$ cat config.mk
export PLATFORM = sky130hd
export DESIGN_NAME = output_fader
export DESIGN_NICKNAME = d
export VERILOG_FILES = /design/src/rtl/main_config_pkg.sv /design/src/rtl/output_fader_gain_ramp.sv /design/src/rtl/output_fader.sv
export SDC_FILE = /design/constraint.sdc
export NUM_CORES = 1
export LEC_CHECK = 0
export CORE_MARGIN = 2
export CORE_UTILIZATION = 28
export DETAILED_ROUTE_END_ITERATION = 8
export PLACE_DENSITY = 0.47
export SLEW_MARGIN = 20
export SYNTH_ARGS = -nofsm -noshare
export SYNTH_HDL_FRONTEND = slang
export SYNTH_SLANG_ARGS = --single-unit
$ cat constraint.sdc
create_clock -name clk_i -period 8.9 [get_ports clk_i]
set_input_delay 1.78 -clock clk_i [delete_from_list [all_inputs] [get_ports clk_i]]
set_output_delay 1.78 -clock clk_i [all_outputs]
set_load 0.01 [all_outputs]
$ cat src/rtl/main_config_pkg.sv
// Shared configuration for the output chain: limiter settings plus the
// output fader state encoding and its default ramp/settle constants.
package main_config;

  localparam int LIMITER_DWIDTH = 24;
  localparam logic signed [LIMITER_DWIDTH-1:0] LIMITER_THRESHOLD = 24'sh700000;

  localparam int FADER_RAMP_STEP    = 64;
  localparam int FADER_RELAY_SETTLE = 128;

  typedef enum logic [2:0] {
    MUTED    = 3'd0,
    FADE_IN  = 3'd1,
    ACTIVE   = 3'd2,
    FADE_OUT = 3'd3,
    SWITCH   = 3'd4
  } fader_state_e;

endpackage

$ cat src/rtl/output_fader_gain_ramp.sv
// Sample-rate gain ramp for the output fader: owns the fade FSM, the gain
// register, the relay drive and the relay settle counter.
module fader_gain_ramp
  import main_config::*;
#(
  parameter int GAIN_WIDTH   = 16,
  parameter int RAMP_STEP    = FADER_RAMP_STEP,
  parameter int RELAY_SETTLE = FADER_RELAY_SETTLE
) (
  input  logic                  clk_i,
  input  logic                  arst_n_i,
  input  logic                  sample_tick,
  input  logic                  init_done,
  input  logic                  mute,
  input  logic                  relay_req,
  output logic [GAIN_WIDTH-1:0] gain,
  output logic                  relay,
  output logic                  muted
);

  localparam int SW = $clog2(RELAY_SETTLE + 1);
  localparam logic [GAIN_WIDTH-1:0] UNITY       = {1'b1, {(GAIN_WIDTH-1){1'b0}}};
  localparam logic [GAIN_WIDTH-1:0] STEP        = GAIN_WIDTH'(RAMP_STEP);
  localparam logic [SW-1:0]         SETTLE_LOAD = SW'(RELAY_SETTLE);

  fader_state_e          state, state_next;
  logic [GAIN_WIDTH-1:0] gain_next, gain_up, gain_dn;
  logic [GAIN_WIDTH:0]   gain_sum;
  logic [SW-1:0]         settle, settle_next;
  logic                  relay_next, muted_next;
  logic                  mismatch, hold;

  assign mismatch = relay_req != relay;
  assign hold     = mute | ~init_done | mismatch;

  // Saturating one-step moves; the step need not divide unity.
  assign gain_sum = {1'b0, gain} + {1'b0, STEP};
  assign gain_up  = (gain_sum >= {1'b0, UNITY}) ? UNITY : gain_sum[GAIN_WIDTH-1:0];
  assign gain_dn  = (gain <= STEP) ? '0 : gain - STEP;

  always_ff @(posedge clk_i or negedge arst_n_i) begin
    if (!arst_n_i) begin
      state  <= MUTED;
      gain   <= '0;
      settle <= '0;
      relay  <= 1'b0;
      muted  <= 1'b1;
    end else begin
      state  <= state_next;
      gain   <= gain_next;
      settle <= settle_next;
      relay  <= relay_next;
      muted  <= muted_next;
    end
  end

  // Outside SWITCH every state just ramps toward unity or zero depending on
  // hold; the state label falls out of where the gain lands.
  always_comb begin
    state_next  = state;
    gain_next   = gain;
    settle_next = settle;
    relay_next  = relay;
    if (sample_tick) begin
      if (state == SWITCH) begin
        gain_next = '0;
        if (settle <= SW'(1)) begin
          settle_next = '0;
          state_next  = MUTED;
        end else begin
          settle_next = settle - SW'(1);
        end
      end else if (hold) begin
        gain_next = gain_dn;
        if (gain_dn == '0) begin
          if (mismatch) begin
            relay_next  = relay_req;
            settle_next = SETTLE_LOAD;
            state_next  = SWITCH;
          end else begin
            state_next = MUTED;
          end
        end else begin
          state_next = FADE_OUT;
        end
      end else begin
        gain_next  = gain_up;
        state_next = (gain_up == UNITY) ? ACTIVE : FADE_IN;
      end
    end
  end

  always_comb begin
    muted_next = (gain_next == '0) && ((state_next == MUTED) || (state_next == SWITCH));
  end

endmodule

$ cat src/rtl/output_fader.sv
// Final output conditioning: gain ramp for click-free mute/unmute and relay
// changes, followed by a two-stage multiply and fixed headroom shift.
module output_fader
  import main_config::*;
#(
  parameter int DWIDTH       = 24,
  parameter int GAIN_WIDTH   = 16,
  parameter int RAMP_STEP    = FADER_RAMP_STEP,
  parameter int ATT_SHIFT    = 3,
  parameter int RELAY_SETTLE = FADER_RELAY_SETTLE
) (
  input  logic              clk_i,
  input  logic              arst_n_i,
  input  logic              sample_tick_i,
  input  logic              init_done_i,
  input  logic              mute_i,
  input  logic              relay_req_i,
  input  logic [DWIDTH-1:0] data_i,
  output logic [DWIDTH-1:0] data_o,
  output logic              data_val_o,
  output logic              relay_o,
  output logic              muted_o
);

  localparam int PW    = DWIDTH + GAIN_WIDTH;
  localparam int SHIFT = GAIN_WIDTH - 1 + ATT_SHIFT;

  logic [GAIN_WIDTH-1:0] gain;
  logic signed [PW-1:0]  data_ext, gain_ext, prod_d, prod_q;
  logic                  prod_val;

  fader_gain_ramp #(
    .GAIN_WIDTH  (GAIN_WIDTH),
    .RAMP_STEP   (RAMP_STEP),
    .RELAY_SETTLE(RELAY_SETTLE)
  ) u_gain_ramp (
    .clk_i      (clk_i),
    .arst_n_i   (arst_n_i),
    .sample_tick(sample_tick_i),
    .init_done  (init_done_i),
    .mute       (mute_i),
    .relay_req  (relay_req_i),
    .gain       (gain),
    .relay      (relay_o),
    .muted      (muted_o)
  );

  // Gain is unsigned, so it is zero-extended; the full product fits PW bits.
  assign data_ext = {{GAIN_WIDTH{data_i[DWIDTH-1]}}, data_i};
  assign gain_ext = {{DWIDTH{1'b0}}, gain};
  assign prod_d   = data_ext * gain_ext;

  always_ff @(posedge clk_i or negedge arst_n_i) begin
    if (!arst_n_i) begin
      prod_q   <= '0;
      prod_val <= 1'b0;
    end else begin
      prod_val <= sample_tick_i;
      if (sample_tick_i) prod_q <= prod_d;
    end
  end

  // Arithmetic shift floors toward -inf; unity gain reduces to data >>> ATT_SHIFT.
  always_ff @(posedge clk_i or negedge arst_n_i) begin
    if (!arst_n_i) begin
      data_o     <= '0;
      data_val_o <= 1'b0;
    end else begin
      data_val_o <= prod_val;
      if (prod_val) data_o <= DWIDTH'(prod_q >>> SHIFT);
    end
  end

endmodule

==> results.cfg <==
[layout]
fillers = 6172
nets = 2354
drive_above_1_share_pct = 6.14
syn2layout_area_growth_pct = 10.8
multi_input_area_mm2 = 0.0130
seqCellArea_mm2 = 0.00188

[detailed_routing]
drt-initial-drc-count = 545
routedWlPerCell_um = 17.2
ant_nets = 0
post-route-drc-count = 0
drtPass1Iterations = 7
via_per_inst = 4.53
routed_wl_um = 45300
route.vias.total = 11926

[setup_path]
cp_max_fo = 9
crit_slowest_cell = clkdlybuf4s50_1
cp-start-kind = input pin
reg2reg_depth = 19
r2r_setup_slack_ns = 1.81
crit_family = adder cells
critical_path_arrival_ns = 8.46
path_buf_inv = 6
critPathKind = input pin to flop
cp_slowest_stage_delay_ns = 0.60
cp-end-kind = flop
crit_cells = 22
crit_top_cell = fa_1
path_cells = clkdlybuf4s50_1 > buf_4 > and2_1 > fa_1 > inv_1 > fa_1 > fa_1 > inv_1 > fa_1 > fa_1 > fa_1 > ha_1 > nand2_1 > o21ai_0 > o22ai_1 > nor4b_2 > buf_4 > a211oi_1 > buf_4 > o41ai_2 > xor2_1 > mux2_2
cp.required_ns = 9.13

[clocking]
numCtsBuffers = 9
clock_latency_ns = 0.34
cts_num_sinks = 75
cts-hold-fix-buffers = 0
cts_tree = done
clk_path_buf_depth = 2
cts_max_level = 3
path_clk_slew_ns = 0.06
cts_resized = 0
clock-root-buffer = clkbuf_16
cts_setup_buffers = 0

[floorplan]
dieHeight_um = 249
core_mm2 = 0.0592
dieArea_mm2 = 0.0622
num_rows = 89
die_w_um = 249
start_util_pct = 28.4
pin_count = 57

[timing]
relSlewSlack_pct = 36.1
fin_crit_ns = 8.23
slew_violations = 0
setup-tns-final_ns = 0
max_slew.worst_pin.slew_ns = 0.958
skew_ns = 0.0104
rsz0062_at_grt = no
fmax_ghz = 0.121
final-setup-viol-count = 0
post-route-period-util_pct = 92.5
final_hold_viol_count = 0
setup_ws_ns = 0.666

[synth]
synth_top_family_by_area = adder cells
synth-seq-cells = 75
async_flop_share_pct = 100
synth_edf_count = 0
synth_cell_types = 72
syn_nets = 2331
synthSimpleGateAreaFrac_pct = 16.4
synth_flop_cell = dfrtp_1
synthAdderAreaFrac_pct = 51.5
synth-compound-area-share_pct = 5.26
synth_area_mm2 = 0.0168
synth.yosys.seq_area_share_pct = 11.1
synthCells = 1830
synth_mux_area_share_pct = 2.58
synth_warnings = 0
avgSynthCellArea_um2 = 9.21
synth-xor-area-share_pct = 1.46

[placement]
gp_congestion = 0.822
dp_hpwl_um = 37100
pre_cts_ws_ns = 0.326
numPortBuffers = 56

[global_route]
grt_antenna_before_repair = 0
grt_pass1_wl_um = 75100
grtUsageTotal_pct = 15.3
grt_start_max_net_pins = 76
grt_overflow = 0
grt_pass1_vias = 13510

[worst_hold_path]
holdPathStages = 1
hold_path.class = flop to flop

[flow_run]
cap_violations = 0

[outcome]
outcome = completed
==> kinds of logic (layout without fill, tap and decap cells) <==
group,Yosys count,count (layout)
flip-flops,75,75
buffers and inverters,515,542
adder cells (fa/ha/maj),471,471
XOR/XNOR,28,28
multiplexers,39,39
AO/OA/AOI/OAI,131,131
other,0,1
AND/OR/NAND/NOR,571,571
==> cells in the final DEF, fill, tap and decap left out, types with 35 or more instances in the layout <==
cell type,netlist,final
inv_1,426,426
fa_1,370,370
nand2_1,290,290
and2_1,154,154
ha_1,101,101
dfrtp_1,74,74
clkdlybuf4s50_1,0,54
buf_4,2,45
nor2_1,36,36
mux2_2,35,35
==> stage by stage <==
step	util (%)	hold WS [ns]	instance area, um^2	std cells
2_1_floorplan	-	0.424	16800	1830
3_3_place_gp	31.0	0.465	18300	2614
3_5_place_dp	31.0	0.470	18300	2614
4_1_cts	31.5	0.482	18700	2629
5_1_grt	31.5	0.503	18700	2630
6_report	31.5	0.478	18700	2631
==> worst paths after layout <==
kind                                       from                    to
max in group asynchronous              arst_n_i     u_gain_ramp.muted
hold / removal             u_gain_ramp.state[1]  u_gain_ramp.state[1]
setup / recovery                     data_i[11]            prod_q[38]
min in group asynchronous              arst_n_i            data_val_o
hold reg to reg            u_gain_ramp.state[1]  u_gain_ramp.state[1]
setup reg to reg            u_gain_ramp.gain[2]            prod_q[38]
==> metal layers <==
layer  global-route usage [%]  vias up  share of wire, %
li1                         -     5491                 -
met1                     20.7     6215                46
met2                     26.9      187                50
met3                    0.909       33               2.4
met4                     3.18        0               1.6
met5                        0        -                 0
==> sequential cells by signal, summed over array words and instances, names as in the netlist, named ones only <==
register,cells
prod_q,22
u_gain_ramp.muted,1
prod_val,1
u_gain_ramp.settle,8
u_gain_ramp.gain,16
u_gain_ramp.relay,1
data_o,22
u_gain_ramp.state,2
data_val_o,1
==> final cells by class <==
cell class              instances  area share (%)
diodes                          1          0.0134
clock buffers                   9            1.21
clock inverters                 6           0.482
inverters                     426            8.56
multi-input cells            1240            69.7
flip-flops and latches         75            10.1
well taps                     773            5.18
repair buffers                101            4.84
==> Yosys cell counts, types with 9 or more instances <==
master,number,area share [%]
inv_1,426,9.5
fa_1,370,44
nand2_1,290,6.5
and2_1,154,5.7
ha_1,101,7.5
clkbuf_1,76,1.7
dfrtp_1,74,11
nor2_1,36,0.80
mux2_2,35,2.3
a21oi_1,33,0.98
o21ai_0,26,0.77
xnor2_1,20,1.0
nand3_1,19,0.56
nor3_1,16,0.48
a21o_1,9,0.40
Power is left out: the tool's default activity adds up to more than one toggle a clock period on the data nets, which glitch-free logic cannot reach.
